$ cat src/rtl/pll_lock_sequencer.sv
// Bring-up sequencer for the processor clock domain: filters the PLL lock flag,
// gates the core reset on a stable lock window and issues a programmable clock-enable strobe.
module pll_lock_sequencer #(
  parameter int STABLE_CYCLES = 1024,
  parameter int LOCK_FILTER   = 4,
  parameter int DIV_W         = 4,
  parameter int DIV_DEFAULT   = 0
) (
  input  logic             clk,
  input  logic             rst,
  input  logic             pll_lock,
  input  logic             div_req,
  input  logic [DIV_W-1:0] div_val,
  output logic             div_ack,
  output logic             core_rst,
  output logic             clk_en,
  output logic [2:0]       state_o,
  output logic [7:0]       lock_lost_cnt
);

  localparam int STAB_W = (STABLE_CYCLES > 1) ? $clog2(STABLE_CYCLES) : 1;
  localparam int UNL_W  = $clog2(LOCK_FILTER + 1);

  localparam logic [STAB_W-1:0] STAB_LAST = STAB_W'(STABLE_CYCLES - 1);
  localparam logic [UNL_W-1:0]  UNL_LAST  = UNL_W'(LOCK_FILTER - 1);

  typedef enum logic [2:0] {
    S_RESET = 3'd0,
    S_WAIT  = 3'd1,
    S_STAB  = 3'd2,
    S_RUN   = 3'd3,
    S_LOST  = 3'd4
  } state_e;

  state_e            state, state_nxt;
  logic [1:0]        sync_ff;
  logic              lock_s;
  logic [STAB_W-1:0] stab_cnt, stab_nxt;
  logic [UNL_W-1:0]  unl_cnt, unl_nxt;
  logic [DIV_W-1:0]  div_cur, div_cnt, cnt_nxt;
  logic              ack_d;
  logic              req_eff;
  logic              apply;

  assign lock_s  = sync_ff[1];
  assign state_o = state;

  // NOTE: every signal assigned in always_comb gets a default on entry; a path
  // that leaves one unassigned would infer a latch.
  always_comb begin
    state_nxt = state;
    stab_nxt  = '0;
    unl_nxt   = '0;
    cnt_nxt   = '0;
    unique case (state)
      S_RESET: state_nxt = S_WAIT;
      S_WAIT: begin
        if (lock_s) state_nxt = S_STAB;
      end
      S_STAB: begin
        if (!lock_s) begin
          state_nxt = S_WAIT;
        end else if (stab_cnt == STAB_LAST) begin
          state_nxt = S_RUN;
        end else begin
          stab_nxt = stab_cnt + STAB_W'(1);
        end
      end
      S_RUN: begin
        if (!lock_s) begin
          if (unl_cnt == UNL_LAST) state_nxt = S_LOST;
          else                     unl_nxt   = unl_cnt + UNL_W'(1);
        end
      end
      S_LOST: state_nxt = S_WAIT;
      default: state_nxt = S_RESET;
    endcase

    // Count only while staying in RUN; entry into RUN always starts at a strobe.
    if (state == S_RUN && state_nxt == S_RUN)
      cnt_nxt = (div_cnt >= div_cur) ? '0 : div_cnt + DIV_W'(1);

    // The requester holds div_req through the ack cycle and the one after it.
    req_eff = div_req && !div_ack && !ack_d;
    // A change only lands on a strobe boundary, so no period is ever truncated.
    apply   = req_eff && (state_nxt != S_RUN || cnt_nxt == '0);
  end

  // NOTE: sequential state uses non-blocking assignments only, so every register
  // samples the pre-edge values regardless of statement order.
  always_ff @(posedge clk) begin
    if (rst) begin
      state         <= S_RESET;
      sync_ff       <= '0;
      stab_cnt      <= '0;
      unl_cnt       <= '0;
      div_cnt       <= '0;
      div_cur       <= DIV_W'(DIV_DEFAULT);
      div_ack       <= 1'b0;
      ack_d         <= 1'b0;
      core_rst      <= 1'b1;
      clk_en        <= 1'b0;
      lock_lost_cnt <= '0;
    end else begin
      sync_ff  <= {sync_ff[0], pll_lock};
      state    <= state_nxt;
      stab_cnt <= stab_nxt;
      unl_cnt  <= unl_nxt;
      div_cnt  <= cnt_nxt;
      div_ack  <= apply;
      ack_d    <= div_ack;
      core_rst <= (state_nxt != S_RUN);
      clk_en   <= (state_nxt == S_RUN) && (cnt_nxt == '0);
      if (apply) div_cur <= div_val;
      if (state == S_LOST && lock_lost_cnt != 8'hFF)
        lock_lost_cnt <= lock_lost_cnt + 8'd1;
    end
  end

endmodule

$ cat config.mk
export PLATFORM = sky130hd
export DESIGN_NAME = pll_lock_sequencer
export DESIGN_NICKNAME = d
export VERILOG_FILES = /design/src/rtl/pll_lock_sequencer.sv
export SDC_FILE = /design/constraint.sdc
export NUM_CORES = 1
export LEC_CHECK = 0
export CORE_UTILIZATION = 53
export CTS_CLUSTER_SIZE = 20
export DETAILED_ROUTE_END_ITERATION = 8
export PLACE_DENSITY = 0.77
export SETUP_SLACK_MARGIN = 0.02
export SYNTH_ARGS = -nofsm -noshare
export SYNTH_HDL_FRONTEND = slang
export SYNTH_SLANG_ARGS = --single-unit
$ cat constraint.sdc
create_clock -name clk -period 2.1 [get_ports clk]
set_input_delay 0.315 -clock clk [delete_from_list [all_inputs] [get_ports clk]]
set_output_delay 0.315 -clock clk [all_outputs]
set_load 0.02 [all_outputs]
==> impl_metrics.ini, run 1 <==
[sta]
slew_violations = 0
period_share_pct = 93.0
fin_skew_ns = 0.0156
max_freq_mhz = 512
hold_violations = 0
hold_ws_ns = 0.425
slew_headroom_pct = 69.6
tightest_slew_ns = 0.454
period_minus_slack_ns = 1.95
setup_viol = 0
rsz0062_at_grt = no
setup_tns_ns = 0

[floorplan]
die-area_um2 = 3430
die-height_um = 58.6
die_w_um = 58.6
start_util_pct = 55.6
boundaryPins = 22
fp-row-count = 20
coreArea_um2 = 3050

[global_routing]
antenna_found_initial = 0
grt_usage_pct = 20.1
grt_pass1_vias = 1231
grt_max_degree = 18
grt_pass1_wl_mm = 5.18
grt_overflow = 0

[critical_path]
r2r_cells = 7
timing.rr.start = div_cnt[0]
crit_type = flip-flop to flip-flop
cp-end-kind = flip-flop
r2r_end = div_cur[0]
cp_data_arrival_time_ns = 2.17
crit_fanout = 5
worstPathRequired_ns = 2.32
setup.worst_path.start = div_cnt[0]
r2r_slack_ns = 0.15
cp-start-kind = flip-flop

[finish]
area_growth_pct = 18.9
final_common_cell = dfxtp_1
diodes = 0
seqCellArea_um2 = 761
final_nets = 220
multi_input_comb_area_um2 = 885
stdcell_area_um2 = 2020
fill_cells = 266
drive_gt1_share_pct = 7.39
final_cell_mix = dfxtp_1 (38), nor2_1 (27), clkdlybuf4s50_1 (21), inv_1 (11)

[clock_tree]
path_clk_slew_ns = 0.11
clk_path_buf_depth = 2
htreeDepth = 2
insertion_delay_ns = 0.34
tritoncts = yes
numCtsBuffers = 5
cts_root_buffer = clkbuf_4
ctsResizeCount = 0
post-cts-setup-buffer-count = 0
cts.sinks = 38
holdBufCountCts = 0

[logic_synthesis]
async_reset_ff_share_pct = 0
synth_top_cell_by_area = dfxtp_1
avgSynthCellArea_um2 = 9.65
ys_types = 37
synthTopCellsByArea = dfxtp_1 (45%), ha_1 (6.6%), nor2_1 (6.0%), xnor2_1 (4.1%), xor2_1 (4.1%)
synth_warnings = 0
synth-edff-count = 0
synth_top_area_share_pct = 44.8
synthesis.nets = 193
syn_inst = 176
ys.flop_type = dfxtp_1
ys_ff_latch = 38
syn_area_um2 = 1700
yosysSeqAreaShare_pct = 44.8

[placed_design]
place_area_um2 = 1970
place.gp.congestion = 0.815
dp_hpwl_mm = 2.36
port-buffer-count = 21

[routing]
drt_wl_total_mm = 3.08
wire_per_inst_um = 12.5
viasPerCell = 5.17
via_count = 1278
drtPass1Iterations = 4
drc = 0
drtIter0Drc = 29
drtAntennaViolNets = 0

[power]
peakVddDrop_mv = 0.394
leakagePower_nw = 0.738
p_per_area_nw_per_um2 = 587

[hold_path]
hp-class = flip-flop to flip-flop
hold_path_end = unl_cnt[0]
worstHoldStart = unl_cnt[0]
whs_path_depth = 1

[run]
drv_cap = 0

[status]
status = finished clean
==> worst max path at each step <==
stage	to	slack, ns	cells past startpoint
after floorplan	div_ack	0.30	7
after global placement	div_cur[3]	0.27	7
after detailed placement	div_cur[0]	0.16	7
after CTS	div_cur[0]	0.15	7
after global routing	div_cur[0]	0.04	7
final	div_cur[0]	0.15	7
==> stage by stage <==
step / worst slack [ns] / instances / utilization (%) / power (mW)
6_report: 0.148 / 247 / 66.1 / 1.18
5_1_grt: 0.0367 / 247 / 66.1 / 1.24
4_1_cts: 0.152 / 247 / 66.1 / 1.19
3_5_place_dp: 0.163 / 240 / 64.4 / 0.841
3_3_place_gp: 0.273 / 240 / 64.4 / 0.837
2_1_floorplan: 0.304 / 176 / - / 0.807
==> layout make-up <==
class,instances,area share (%)
multi-input cells,124,43.8
repair buffers,23,11.2
well taps,44,2.73
inverters,11,2.04
clock buffers,5,1.86
flip-flops and latches,38,37.7
clock inverters,2,0.743
==> worst max-delay path: stages, from the launching register on <==
cell,delay [ns]
dfxtp_1,0.40
inv_1,0.08
ha_1,0.27
nand2b_1,0.14
a211o_1,0.34
a221oi_4,0.36
nor4b_4,0.12
mux2i_1,0.13
==> report_power, final <==
group / internal (mW) / switching (mW)
Sequential: 0.733 / 0.0120
Clock: 0.124 / 0.237
Combinational: 0.0434 / 0.0356
==> registers in the layout, summed over array words and instances (netlist names) <==
signal         count
stab_cnt          10
lock_lost_cnt      8
div_cnt            4
div_cur            4
state_o            3
unl_cnt            3
sync_ff            2
ack_d              1
clk_en             1
core_rst           1
div_ack            1
==> synthesized netlist by cell type (4+ instances only) <==
cell / instances
nand4_1: 5
o21ai_0: 4
xnor2_1: 8
inv_1: 11
dfxtp_1: 38
nand3_1: 8
nand2b_1: 9
ha_1: 9
nor2_1: 27
xor2_1: 8
nand2_1: 8
nor2b_1: 5
mux2i_1: 4
==> cell families after synthesis <==
| logic type | after synthesis | synth area share (%) |
|---|---|---|
| and+or+nand+nor | 79 | 26.8 |
| DFF | 38 | 44.8 |
| AOI/OAI and AO/OA | 16 | 8.03 |
| xor gates and xnor gates | 16 | 8.25 |
| buffers and inverters | 14 | 3.10 |
| adders and majority gates | 9 | 6.63 |
| muxes | 4 | 2.36 |
==> per-layer routing <==
layer | vias up | track usage, % | share of wire, %
met5 | - | 0 | 0
met4 | 0 | 5.78 | 0.68
met3 | 2 | 6.59 | 3.5
met2 | 23 | 34.3 | 50
met1 | 601 | 24.2 | 45
li1 | 652 | - | -
Power figures use the tool's default switching activity.
==> run 2, diff against run 1 <==
--- a/config.mk
+++ b/config.mk
@@ -5,6 +5,7 @@
 export SDC_FILE = /design/constraint.sdc
 export NUM_CORES = 1
 export LEC_CHECK = 0
+export CORE_ASPECT_RATIO = 0.6
 export CORE_UTILIZATION = 53
 export CTS_CLUSTER_SIZE = 20
 export DETAILED_ROUTE_END_ITERATION = 8
==> impl_metrics.ini, run 2 (synthesis results as in run 1) <==
[routing]
wire_per_inst_um = 13.4
drc = 0
drtAntennaViolNets = 0
via_count = 1267
drtPass1Iterations = 4
drt_wl_total_mm = 3.29
viasPerCell = 5.17
drtIter0Drc = 78

[sta]
period_share_pct = 93.2
setup_tns_ns = 0
hold_violations = 0
slew_violations = 0
fin_skew_ns = 0.00276
slew_headroom_pct = 70.9
tightest_slew_ns = 0.434
setup_viol = 0
rsz0062_at_grt = no
period_minus_slack_ns = 1.96
max_freq_mhz = 511

[finish]
drive_gt1_share_pct = 7.88
final_cell_mix = dfxtp_1 (37), nor2_1 (27), clkdlybuf4s50_1 (21), inv_1 (11)
fill_cells = 239
final_common_cell = dfxtp_1
top_regs = stab_cnt x10, lock_lost_cnt x8
largest_register_ffs = 10
stdcell_area_um2 = 2050
largest_register = stab_cnt
diodes = 0
area_growth_pct = 20.9
final_nets = 219

[clock_tree]
cts.sinks = 38
path_clk_slew_ns = 0.07
holdBufCountCts = 0
numCtsBuffers = 5
tritoncts = yes
clk_path_buf_depth = 2
htreeDepth = 2
insertion_delay_ns = 0.29
cts_root_buffer = clkbuf_8

[critical_path]
r2r_slack_ns = 0.14
crit_type = flip-flop to flip-flop
setup.worst_path.start = div_cnt[0]
cpMaxStageDelayCell = a221oi_4
worstPathRequired_ns = 2.26
cp_data_arrival_time_ns = 2.12
cpPeakStageDelay_ns = 0.39
r2r_cells = 7
timing.rr.start = div_cnt[0]
crit_fanout = 5
cp-start-kind = flip-flop
r2r_end = div_cur[2]
cp-end-kind = flip-flop
path_cells = inv_1 -> ha_1 -> nand2b_1 -> a211o_1 -> a221oi_4 -> nor4b_4 -> mux2i_1
crit_end = div_cur[2]

[global_routing]
antenna_found_initial = 0
grt_usage_pct = 22.3
grt_overflow = 0
grt_pass1_vias = 1202
grt_max_degree = 26
grt_pass1_wl_mm = 5.46

[floorplan]
coreArea_um2 = 2970
fp-row-count = 15
boundaryPins = 22
die-height_um = 45.8
die-area_um2 = 3440
start_util_pct = 57.3
die_w_um = 75.1

[power]
p_per_area_nw_per_um2 = 655
leakagePower_nw = 0.758
peakVddDrop_mv = 0.365

[hold_path]
hp-class = flip-flop to flip-flop

[status]
status = finished clean

[placed_design]
place_area_um2 = 1960
place.gp.congestion = 0.759
dp_hpwl_mm = 2.38
port-buffer-count = 21

[run]
drv_cap = 0
-- run 2: cell count changes in the layout (fill, tap and decap cells not counted), sizes merged --
cell      change
buf           -1
clkbuf        +1
clkinv        +1
clkinvlp      -1
-- run 2: routing by layer --
layer	vias to the layer above	global-route usage [%]	part of all wire, %
met5	-	0	0
met4	0	7.92	1.0
met3	4	7.30	4.3
met2	26	36.4	44
met1	585	27.9	51
li1	652	-	-
-- run 2: worst max-delay path: cells and delay by family (launching register included) --
kind	cells	cell delay, ns
adders and majority gates	1	0.28
DFF	1	0.35
muxes	1	0.14
buffers and inverters	1	0.07
AOI/OAI and AO/OA	2	0.73
and+or+nand+nor	2	0.27
-- run 2: timing repair --
| item | CTS | global route |
|---|---|---|
| endpoints found under the setup margin | 0 | 5 |
| gates resized for setup | 0 | 1 |
| buffers inserted | 0 | 0 |
-- run 2: layout make-up --
| class | count | area, µm² | area share [%] |
|---|---|---|---|
| Sequential cell | 38 | 762 | 37.1 |
| Multi-Input combinational cell | 124 | 885 | 43.1 |
| Tap cell | 42 | 52.6 | 2.56 |
| Inverter | 11 | 41.3 | 2.01 |
| Clock buffer | 6 | 82.6 | 4.02 |
| Timing Repair Buffer | 22 | 218 | 10.6 |
| Clock inverter | 2 | 12.5 | 0.609 |
-- run 2: report_power, final --
part           switching (mW)  total, mW  internal [mW]
sequential             0.0130      0.746          0.733
clock                   0.256      0.520          0.264
combinational          0.0363     0.0788         0.0426
-- run 2: worst min path at each step --
stage | from | endpoint | slack, ns | cells past startpoint
3_5_place_dp | unl_cnt[0] | unl_cnt[0] | 0.44 | 1
4_1_cts | unl_cnt[0] | unl_cnt[0] | 0.45 | 1
6_report | div_cnt[0] | div_cnt[0] | 0.43 | 1
3_3_place_gp | unl_cnt[0] | unl_cnt[0] | 0.41 | 1
2_1_floorplan | unl_cnt[0] | unl_cnt[0] | 0.40 | 1
5_1_grt | div_cnt[0] | div_cnt[0] | 0.46 | 1
-- run 2: through the flow --
step	setup slack (ns)	utilization (%)	hold slack, ns	std cells	power, mW
2_1_floorplan	0.304	-	0.399	176	0.807
3_5_place_dp	0.121	66.0	0.438	237	0.841
4_1_cts	0.113	69.2	0.448	245	1.35
6_report	0.143	69.2	0.435	245	1.34
5_1_grt	0.0390	69.2	0.456	245	1.40
3_3_place_gp	0.250	66.0	0.406	237	0.836
==> run 3, diff against run 2 <==
--- a/config.mk
+++ b/config.mk
@@ -11,6 +11,7 @@
 export DETAILED_ROUTE_END_ITERATION = 8
 export PLACE_DENSITY = 0.77
 export SETUP_SLACK_MARGIN = 0.02
+export SKIP_LAST_GASP = 1
 export SYNTH_ARGS = -nofsm -noshare
 export SYNTH_HDL_FRONTEND = slang
 export SYNTH_SLANG_ARGS = --single-unit
==> results of run 3 <==
The final DEF is identical to that of run 2; final timing and power are the same.
